### config.mk
export PLATFORM = sky130hd
export DESIGN_NAME = conv_filter_scheduler
export DESIGN_NICKNAME = d
export VERILOG_FILES = /design/src/rtl/cnn_pkg.sv /design/src/rtl/cycle_counter.sv /design/src/rtl/conv_filter_scheduler.sv
export SDC_FILE = /design/constraint.sdc
export NUM_CORES = 1
export LEC_CHECK = 0
export ABC_CLOCK_PERIOD_IN_PS = 3000
export CELL_PAD_IN_SITES_DETAIL_PLACEMENT = 2
export CELL_PAD_IN_SITES_GLOBAL_PLACEMENT = 2
export CORE_UTILIZATION = 35
export CTS_CLUSTER_SIZE = 30
export DETAILED_ROUTE_END_ITERATION = 6
export GPL_ROUTABILITY_DRIVEN = 0
export GPL_TIMING_DRIVEN = 0
export PLACE_DENSITY_LB_ADDON = 0.08
export SLEW_MARGIN = 20
export SYNTH_ARGS = -nofsm -noshare
export SYNTH_HDL_FRONTEND = slang
export SYNTH_SLANG_ARGS = --single-unit
### constraint.sdc
create_clock -name clock -period 3 [get_ports clock]
set_input_delay 0.3 -clock clock [delete_from_list [all_inputs] [get_ports clock]]
set_output_delay 0.3 -clock clock [all_outputs]
set_load 0.01 [all_outputs]
### src/rtl/cnn_pkg.sv
// Shared state encoding and sizing helper for the conv layer scheduler.
package cnn_pkg;

  typedef enum logic [2:0] {
    ST_IDLE  = 3'd0,
    ST_LOAD  = 3'd1,
    ST_RUN   = 3'd2,
    ST_WB    = 3'd3,
    ST_DONE  = 3'd4,
    ST_ABORT = 3'd5
  } state_e;

  // Ceiling log2, never below 1 so a single-filter layer still gets an index bit.
  function automatic int clog2(input int n);
    int r;
    r = 1;
    for (int i = 1; i < 31; i++) begin
      if ((32'd1 << i) < n) r = i + 1;
    end
    return r;
  endfunction

endpackage

### src/rtl/cycle_counter.sv
// Loadable up-counter with synchronous clear and a terminal-count compare.
module cycle_counter #(
  parameter int WIDTH = 4
) (
  input  logic             clk_i,
  input  logic             rst_i,
  input  logic             clr_i,
  input  logic             load_i,
  input  logic [WIDTH-1:0] load_val_i,
  input  logic             en_i,
  input  logic [WIDTH-1:0] term_val_i,
  output logic             term_o
);

  logic [WIDTH-1:0] count_q, count_d;

  // Clear has priority over load, load over increment.
  always_comb begin
    count_d = count_q;
    if (clr_i) begin
      count_d = '0;
    end else if (load_i) begin
      count_d = load_val_i;
    end else if (en_i) begin
      count_d = count_q + WIDTH'(1);
    end else begin
      count_d = count_q;
    end
  end

  // Count register.
  always_ff @(posedge clk_i or posedge rst_i) begin
    if (rst_i) begin
      count_q <= '0;
    end else begin
      count_q <= count_d;
    end
  end

  assign term_o = (count_q == term_val_i);

endmodule

### src/rtl/conv_filter_scheduler.sv
// Runs the shared kernel once per filter: select weights, reset, enable, write back.
module conv_filter_scheduler
  import cnn_pkg::*;
#(
  parameter int NUM_FILTERS    = 8,
  parameter int FILTER_IDX_BIT = clog2(NUM_FILTERS),
  parameter int RESET_CYCLES   = 2,
  parameter int TIMEOUT_CYCLES = 4096
) (
  input  logic                      clock,
  input  logic                      reset,
  input  logic                      start,
  input  logic [FILTER_IDX_BIT:0]   num_filters_cfg,
  output logic [FILTER_IDX_BIT-1:0] filter_sel,
  output logic                      kernel_reset,
  output logic                      kernel_enable,
  input  logic                      kernel_done,
  output logic                      wb_valid,
  input  logic                      wb_ready,
  output logic [FILTER_IDX_BIT-1:0] wb_filter,
  output logic                      busy,
  output logic                      layer_done,
  output logic                      timeout_err
);

  localparam int CFG_W = FILTER_IDX_BIT + 1;
  localparam int WD_W  = clog2(TIMEOUT_CYCLES + 1);
  localparam logic [CFG_W-1:0] CFG_MAX = CFG_W'(NUM_FILTERS);

  state_e                    state_q, state_d;
  logic [FILTER_IDX_BIT-1:0] idx_q, idx_d;
  logic [CFG_W-1:0]          cfg_q, cfg_d;
  logic [CFG_W-1:0]          idx_next_s;
  logic                      terr_q, terr_d;
  logic                      load_term_s, wd_term_s;
  logic                      kreset_q, kenable_q, wbv_q, busy_q, ldone_q;

  // Each counter is held at zero outside its state, so it starts from 0 on entry.
  cycle_counter #(.WIDTH(4)) u_load_cnt (
    .clk_i(clock), .rst_i(reset), .clr_i(state_q != ST_LOAD),
    .load_i(1'b0), .load_val_i(4'd0), .en_i(1'b1),
    .term_val_i(4'(RESET_CYCLES - 1)), .term_o(load_term_s)
  );

  cycle_counter #(.WIDTH(WD_W)) u_watchdog (
    .clk_i(clock), .rst_i(reset), .clr_i(state_q != ST_RUN),
    .load_i(1'b0), .load_val_i('0), .en_i(1'b1),
    .term_val_i(WD_W'(TIMEOUT_CYCLES - 1)), .term_o(wd_term_s)
  );

  assign idx_next_s = CFG_W'(idx_q) + CFG_W'(1);

  // Layer sequencing; kernel_done outranks the watchdog in RUN.
  always_comb begin
    state_d = state_q;
    idx_d   = idx_q;
    cfg_d   = cfg_q;
    terr_d  = terr_q;
    case (state_q)
      ST_IDLE: begin
        if (start) begin
          terr_d = 1'b0;
          if (num_filters_cfg == '0) begin
            state_d = ST_DONE;
          end else begin
            cfg_d   = (num_filters_cfg > CFG_MAX) ? CFG_MAX : num_filters_cfg;
            idx_d   = '0;
            state_d = ST_LOAD;
          end
        end else begin
          state_d = ST_IDLE;
        end
      end
      ST_LOAD: begin
        if (load_term_s) state_d = ST_RUN;
        else             state_d = ST_LOAD;
      end
      ST_RUN: begin
        if (kernel_done) begin
          state_d = ST_WB;
        end else if (wd_term_s) begin
          terr_d  = 1'b1;
          state_d = ST_ABORT;
        end else begin
          state_d = ST_RUN;
        end
      end
      ST_WB: begin
        if (wb_ready) begin
          if (idx_next_s < cfg_q) begin
            idx_d   = idx_next_s[FILTER_IDX_BIT-1:0];
            state_d = ST_LOAD;
          end else begin
            state_d = ST_DONE;
          end
        end else begin
          state_d = ST_WB;
        end
      end
      ST_DONE:  state_d = ST_IDLE;
      ST_ABORT: state_d = ST_IDLE;
      default:  state_d = ST_IDLE;
    endcase
  end

  // State, index and outputs; outputs are decoded from the next state so they align with it.
  always_ff @(posedge clock or posedge reset) begin
    if (reset) begin
      state_q   <= ST_IDLE;
      idx_q     <= '0;
      cfg_q     <= '0;
      terr_q    <= 1'b0;
      kreset_q  <= 1'b1;
      kenable_q <= 1'b0;
      wbv_q     <= 1'b0;
      busy_q    <= 1'b0;
      ldone_q   <= 1'b0;
    end else begin
      state_q   <= state_d;
      idx_q     <= idx_d;
      cfg_q     <= cfg_d;
      terr_q    <= terr_d;
      kreset_q  <= (state_d == ST_IDLE) || (state_d == ST_LOAD) || (state_d == ST_ABORT);
      kenable_q <= (state_d == ST_RUN);
      wbv_q     <= (state_d == ST_WB);
      busy_q    <= (state_d != ST_IDLE);
      ldone_q   <= (state_d == ST_DONE);
    end
  end

  assign filter_sel    = idx_q;
  assign wb_filter     = idx_q;
  assign kernel_reset  = kreset_q;
  assign kernel_enable = kenable_q;
  assign wb_valid      = wbv_q;
  assign busy          = busy_q;
  assign layer_done    = ldone_q;
  assign timeout_err   = terr_q;

endmodule

==> results of run 1 <==
state kept, by name, summed over array words and instances (netlist names):
register	flops
u_load_cnt.count_q	4
timeout_err	1
u_watchdog.count_q	13
kernel_reset	1
layer_done	1
kernel_enable	1
filter_sel	3
wb_valid	1
cfg_q	4
busy	1
state_q	3
metrics by stage:
step           power, uW  cells  hold slack (ns)  setup slack (ns)  util [%]
2_1_floorplan        891    157            0.417             0.658         -
3_3_place_gp        1050    229            0.474             0.437      43.1
3_5_place_dp        1080    229            0.490             0.411      43.1
4_1_cts             1410    237            0.475             0.392      45.1
5_1_grt             1480    237            0.506             0.206      45.1
6_report            1390    237            0.452             0.428      45.1
cells by family after synthesis:
logic type / Yosys count / synth area share, %
simple gates: 66 / 22.5
flops: 33 / 50.5
compound gates: 21 / 9.02
buf+inv: 15 / 4.20
xor+xnor: 12 / 6.42
fa+ha+maj: 7 / 5.35
mux: 3 / 1.99
metal layers:
layer	wire length, microns	vias up	track usage, %
met1	1770	624	23.0
met4	38	0	4.67
met3	170	5	5.92
li1	-	591	-
met5	0	-	0
met2	1860	20	28.5
cell type report:
cell class / count / area (sq um)
timing repair buffer: 20 / 200
inverter: 9 / 33.8
sequential: 33 / 827
tap: 52 / 65.1
clock buffer: 5 / 68.8
multi-input combinational: 109 / 742
fill: 476 / 2420
buffer: 6 / 35.0
clock inverter: 3 / 17.5
power by group through the flow:
stage          registers (uW)  logic [uW]  clock network, uW
2_1_floorplan             601         290                  0
6_report                  598         465                322
5_1_grt                   613         522                349
3_3_place_gp              602         453                  0
4_1_cts                   599         477                334
3_5_place_dp              606         470                  0
layout by cell type, fill, tap and decap left out, types with 5 or more instances in the layout:
master | Yosys | routed
nand2_1 | 8 | 8
ha_1 | 7 | 7
dfrtp_1 | 32 | 32
clkdlybuf4s50_1 | 0 | 20
xor2_1 | 6 | 6
o21ai_0 | 8 | 8
nor2b_1 | 6 | 6
nand3_1 | 6 | 6
inv_1 | 9 | 8
clkbuf_8 | 0 | 5
nor2_1 | 22 | 22
xnor2_1 | 6 | 6
worst paths after layout:
path	cells past startpoint	start	slack [ns]	to
max in group asynchronous	2	reset	2.10	u_watchdog.count_q[7]
worst max register to register	7	filter_sel[0]	0.43	filter_sel[0]
worst max-delay path	7	filter_sel[0]	0.43	filter_sel[0]
min in group clock	1	u_watchdog.count_q[0]	0.50	u_watchdog.count_q[0]
worst min-delay path	2	reset	0.45	u_watchdog.count_q[2]
worst min register to register	1	u_watchdog.count_q[0]	0.50	u_watchdog.count_q[0]
==> results.py, run 1 <==
metrics = {
    "floorplan": {
        "boundaryPins": 21,
        "core-area_sq_um": 4410,
        "die_h_microns": 70.4,
        "die-area_sq_um": 4960,
        "rows": 24,
        "dieWidth_microns": 70.4,
        "initial_utilization_pct": 37.1,
    },
    "logic_synthesis": {
        "synth_largest_area_cell": "dfrtp_1",
        "synthTopCellsByCount": "dfrtp_1, nor2_1, inv_1",
        "synthCells": 157,
        "yosys_register_bits": 33,
        "synth_flop_cell": "dfrtp_1",
        "synthesis.area_sq_um": 1640,
        "yosysSeqAreaShare_pct": 50.5,
        "syn-num-nets": 173,
        "yosysMostFrequentCell": "dfrtp_1",
        "synthTopCellsByArea": "dfrtp_1, ha_1, nor2_1, xnor2_1, xor2_1",
        "synth_warnings": 0,
        "syn_area_per_cell_sq_um": 10.4,
        "synthArstFlopShare_pct": 100,
        "yosysUniqueCellTypes": 43,
        "yosysTopAreaCellShare_pct": 48.9,
        "synth_edf_count": 0,
    },
    "clock_tree": {
        "cts_buffers": 5,
        "h-tree-depth": 2,
        "clkLatencyLatePin_ns": 0.28,
        "cts_resized": 0,
        "clock_path_buffers": 2,
        "hold_buffers": 0,
        "post_cts_buffers": 0,
        "cts_tree": "done",
        "root_buffer": "clkbuf_8",
        "clock-sinks": 33,
        "path_clk_slew_ns": 0.07,
    },
    "power_and_ir_drop": {
        "p_int_uw": 904,
        "combPwrFrac_pct": 33.6,
        "switching_share_pct": 34.7,
        "p_seq_share_pct": 43.2,
        "p_per_area_nw_per_um2": 697,
        "pwr-share-clk_pct": 23.2,
        "p_sw_uw": 481,
        "power.leakage_uw": 0.000871,
        "ir_drop_uv": 411,
    },
    "timing": {
        "finalSetupViolCount": 0,
        "rsz0062_at_grt": "no",
        "slew_headroom_pct": 53.2,
        "post-route-min-period_ns": 2.57,
        "finalClockSkew_ns": 0.00476,
        "timing.fmax_mhz": 389,
        "hold_viol_final": 0,
        "fin_setup_tns_ns": 0,
        "min_period_over_period_pct": 85.7,
        "slew_violations": 0,
        "worst_pin_slew_ns": 0.701,
    },
    "routing": {
        "drc": 0,
        "wl_per_cell_microns": 16.2,
        "dr.pass1.iters": 4,
        "drtIter0Drc": 33,
        "ant_nets": 0,
        "vias": 1240,
        "vias_per_cell": 5.23,
        "routed_wl_microns": 3840,
    },
    "critical_path": {
        "startpoint_type": "flip-flop",
        "crit_fanout": 7,
        "crit_buf_inv": 0,
        "max_stage_delay_ns": 0.46,
        "arrival_ns": 2.74,
        "crit_slowest_cell": "dfrtp_1",
        "crit_family": "compound AO/OA/AOI/OAI gates",
        "crit_path_cell_trace": "ha_1, ha_1, o211a_1, a221oi_1, a21o_1, a21boi_2, mux2_1",
        "setup.worst_path.class": "reg -> reg",
        "crit_required_ns": 3.17,
        "crit_path_frequent_cell": "ha_1",
        "end_kind": "flip-flop",
    },
    "global_route": {
        "grt_max_degree": 34,
        "grt_usage_pct": 17.8,
        "antenna_found_initial": 0,
        "overflow": 0,
        "grt_pass1_vias": 1416,
        "grt_pass1_wl_microns": 6880,
    },
    "hold_path": {
        "min_path_type": "in -> async",
    },
    "run_status": {
        "outcome": "finished, final reports clean",
    },
    "layout": {
        "area_delta_synth_final_pct": 21.5,
        "layout-drive-gt1-share_pct": 11.4,
        "finalInstanceArea_sq_um": 1990,
        "final_nets": 200,
        "n_antenna_cell": 0,
    },
    "job": {
        "maxCapViolCount": 0,
    },
    "place": {
        "postPlaceCellArea_sq_um": 1900,
        "dpl.hpwl_microns": 2850,
        "portBuffers": 20,
    },
}
Note: power is estimated with default switching activity, not from simulation.
==> run 2, diff against run 1 <==
ABC_CLOCK_PERIOD_IN_PS = 2700   (was 3000)
clock period = 2.7 ns   (was 3 ns; I/O delays follow)
==> run 2 against run 1 <==
Net effect: via count is 0.24% lower; clock skew about the same; clock power rose by 11%; die area stayed put; critical endpoint unchanged; highest routed layer unchanged.
==> results.py, run 2 (synthesis gave the netlist of run 1 again) <==
metrics = {
    "layout": {
        "n_antenna_cell": 0,
        "top_regs": "u_watchdog.count_q x13, cfg_q x4, u_load_cnt.count_q x4",
        "layout-drive-gt1-share_pct": 11.9,
        "largest_reg_flops": 13,
        "final_nets": 200,
        "final_cell_mix": "dfrtp_1, nor2_1, clkdlybuf4s50_1",
        "regMostFlops": "u_watchdog.count_q",
        "layout_commonest_cell": "dfrtp_1",
        "final_cell_count_no_fill": 237,
        "area_delta_synth_final_pct": 21.8,
    },
    "global_route": {
        "grt_usage_pct": 17.8,
        "grt_max_degree": 34,
        "antenna_found_initial": 0,
        "grt_pass1_wl_microns": 6880,
        "overflow": 0,
        "grt_pass1_vias": 1416,
    },
    "hold_path": {
        "min_path_type": "in -> async",
    },
    "timing": {
        "post-route-min-period_ns": 2.51,
        "finalSetupViolCount": 0,
        "fin_setup_tns_ns": 0,
        "worst_pin_slew_ns": 0.703,
        "hold_viol_final": 0,
        "min_period_over_period_pct": 93.0,
        "timing.fmax_mhz": 398,
        "holdWs_ns": 0.423,
        "finalClockSkew_ns": 0.00476,
        "slew_headroom_pct": 53.0,
        "rsz0062_at_grt": "no",
        "slew_violations": 0,
    },
    "critical_path": {
        "reg2reg_slack_ns": 0.19,
        "crit_buf_inv": 0,
        "arrival_ns": 2.68,
        "crit_fanout": 7,
        "worstReg2RegEnd": "filter_sel[0]",
        "end_kind": "flip-flop",
        "crit_family": "compound AO/OA/AOI/OAI gates",
        "setup.worst_path.class": "reg -> reg",
        "crit_path_cell_trace": "ha_1, ha_1, o211a_1, a221oi_2, a21o_1, a21boi_2, mux2_1",
        "crit_slowest_cell": "dfrtp_1",
        "startpoint_type": "flip-flop",
        "startpoint": "filter_sel[0]",
        "crit_required_ns": 2.87,
        "reg2regPathDepth": 7,
        "max_stage_delay_ns": 0.46,
        "r2r_start": "filter_sel[0]",
        "crit_path_frequent_cell": "ha_1",
    },
    "clock_tree": {
        "cts_tree": "done",
        "cts_buffers": 5,
        "clock_path_buffers": 2,
        "clkLatencyLatePin_ns": 0.28,
        "root_buffer": "clkbuf_8",
        "path_clk_slew_ns": 0.07,
        "h-tree-depth": 2,
        "clock-sinks": 33,
    },
    "routing": {
        "drtIter0Drc": 33,
        "ant_nets": 0,
        "vias_per_cell": 5.22,
        "route.met2.wl_microns": 1900,
        "wl_met1_microns": 1760,
        "vias": 1237,
        "wl_met3_microns": 168,
        "drc": 0,
        "wl_per_cell_microns": 16.3,
        "highest_layer": "met4",
        "routed_wl_microns": 3870,
        "dr.pass1.iters": 4,
    },
    "place": {
        "dpl.hpwl_microns": 2850,
        "dpl.cell_count": 229,
        "portBuffers": 20,
    },
    "floorplan": {
        "rows": 24,
        "dieWidth_microns": 70.4,
        "core-area_sq_um": 4410,
        "die_h_microns": 70.4,
        "boundaryPins": 21,
        "initial_utilization_pct": 37.1,
        "die-area_sq_um": 4960,
    },
    "run_status": {
        "outcome": "finished, final reports clean",
    },
    "power_and_ir_drop": {
        "power.leakage_uw": 0.000872,
        "p_per_area_nw_per_um2": 778,
        "ir_drop_uv": 457,
    },
    "job": {
        "maxCapViolCount": 0,
    },
}
[run 2: cell counts in the layout (fill, tap and decap cells not counted)]
Identical to the previous run, type by type.
[run 2: worst max path at each step]
stage,endpoint,slack [ns],cells after the start
4_1_cts,busy,0.09,8
3_5_place_dp,busy,0.11,8
6_report,filter_sel[0],0.19,7
3_3_place_gp,busy,0.14,7
5_1_grt,filter_sel[0],0.03,8
2_1_floorplan,busy,0.36,7
[run 2: stage by stage]
stage | power, uW | util, % | setup WS (ns) | cell area, sq um
6_report | 1550 | 45.2 | 0.190 | 2000
5_1_grt | 1660 | 45.2 | 0.0286 | 2000
4_1_cts | 1570 | 45.1 | 0.0922 | 1990
3_5_place_dp | 1200 | 43.1 | 0.111 | 1900
3_3_place_gp | 1170 | 43.1 | 0.137 | 1900
2_1_floorplan | 990 | - | 0.358 | 1640
[run 2: cell type report]
type                    instances  area (sq um)
flip-flops and latches         33           827
clock inverters                 3          17.5
well taps                      52          65.1
inverters                       9          33.8
multi-input cells             109           748
clock buffers                   5          68.8
plain buffers                   6          35.0
repair buffers                 20           200
fillers                       473          2420
[run 2: power by group]
| part | internal, uW | leakage, uW | total [uW] | switching [uW] |
|---|---|---|---|---|
| Combinational | 242 | 0.000386 | 530 | 288 |
| Clock | 178 | 0.0000439 | 358 | 181 |
| Sequential | 591 | 0.000442 | 664 | 73.5 |
| Total | 1010 | 0.000872 | 1550 | 542 |
[run 2: what timing repair did]
| action | in CTS | in global routing |
|---|---|---|
| gates resized for setup | 0 | 1 |
| hold buffers | 0 | 0 |
| setup buffers | 0 | 0 |
| setup endpoints to repair | 0 | 2 |
[run 2: routing by layer]
metal	GRT usage (%)	up-vias
met1	23.0	620
met2	28.5	20
met5	0	-
met3	5.92	5
li1	-	592
met4	4.67	0
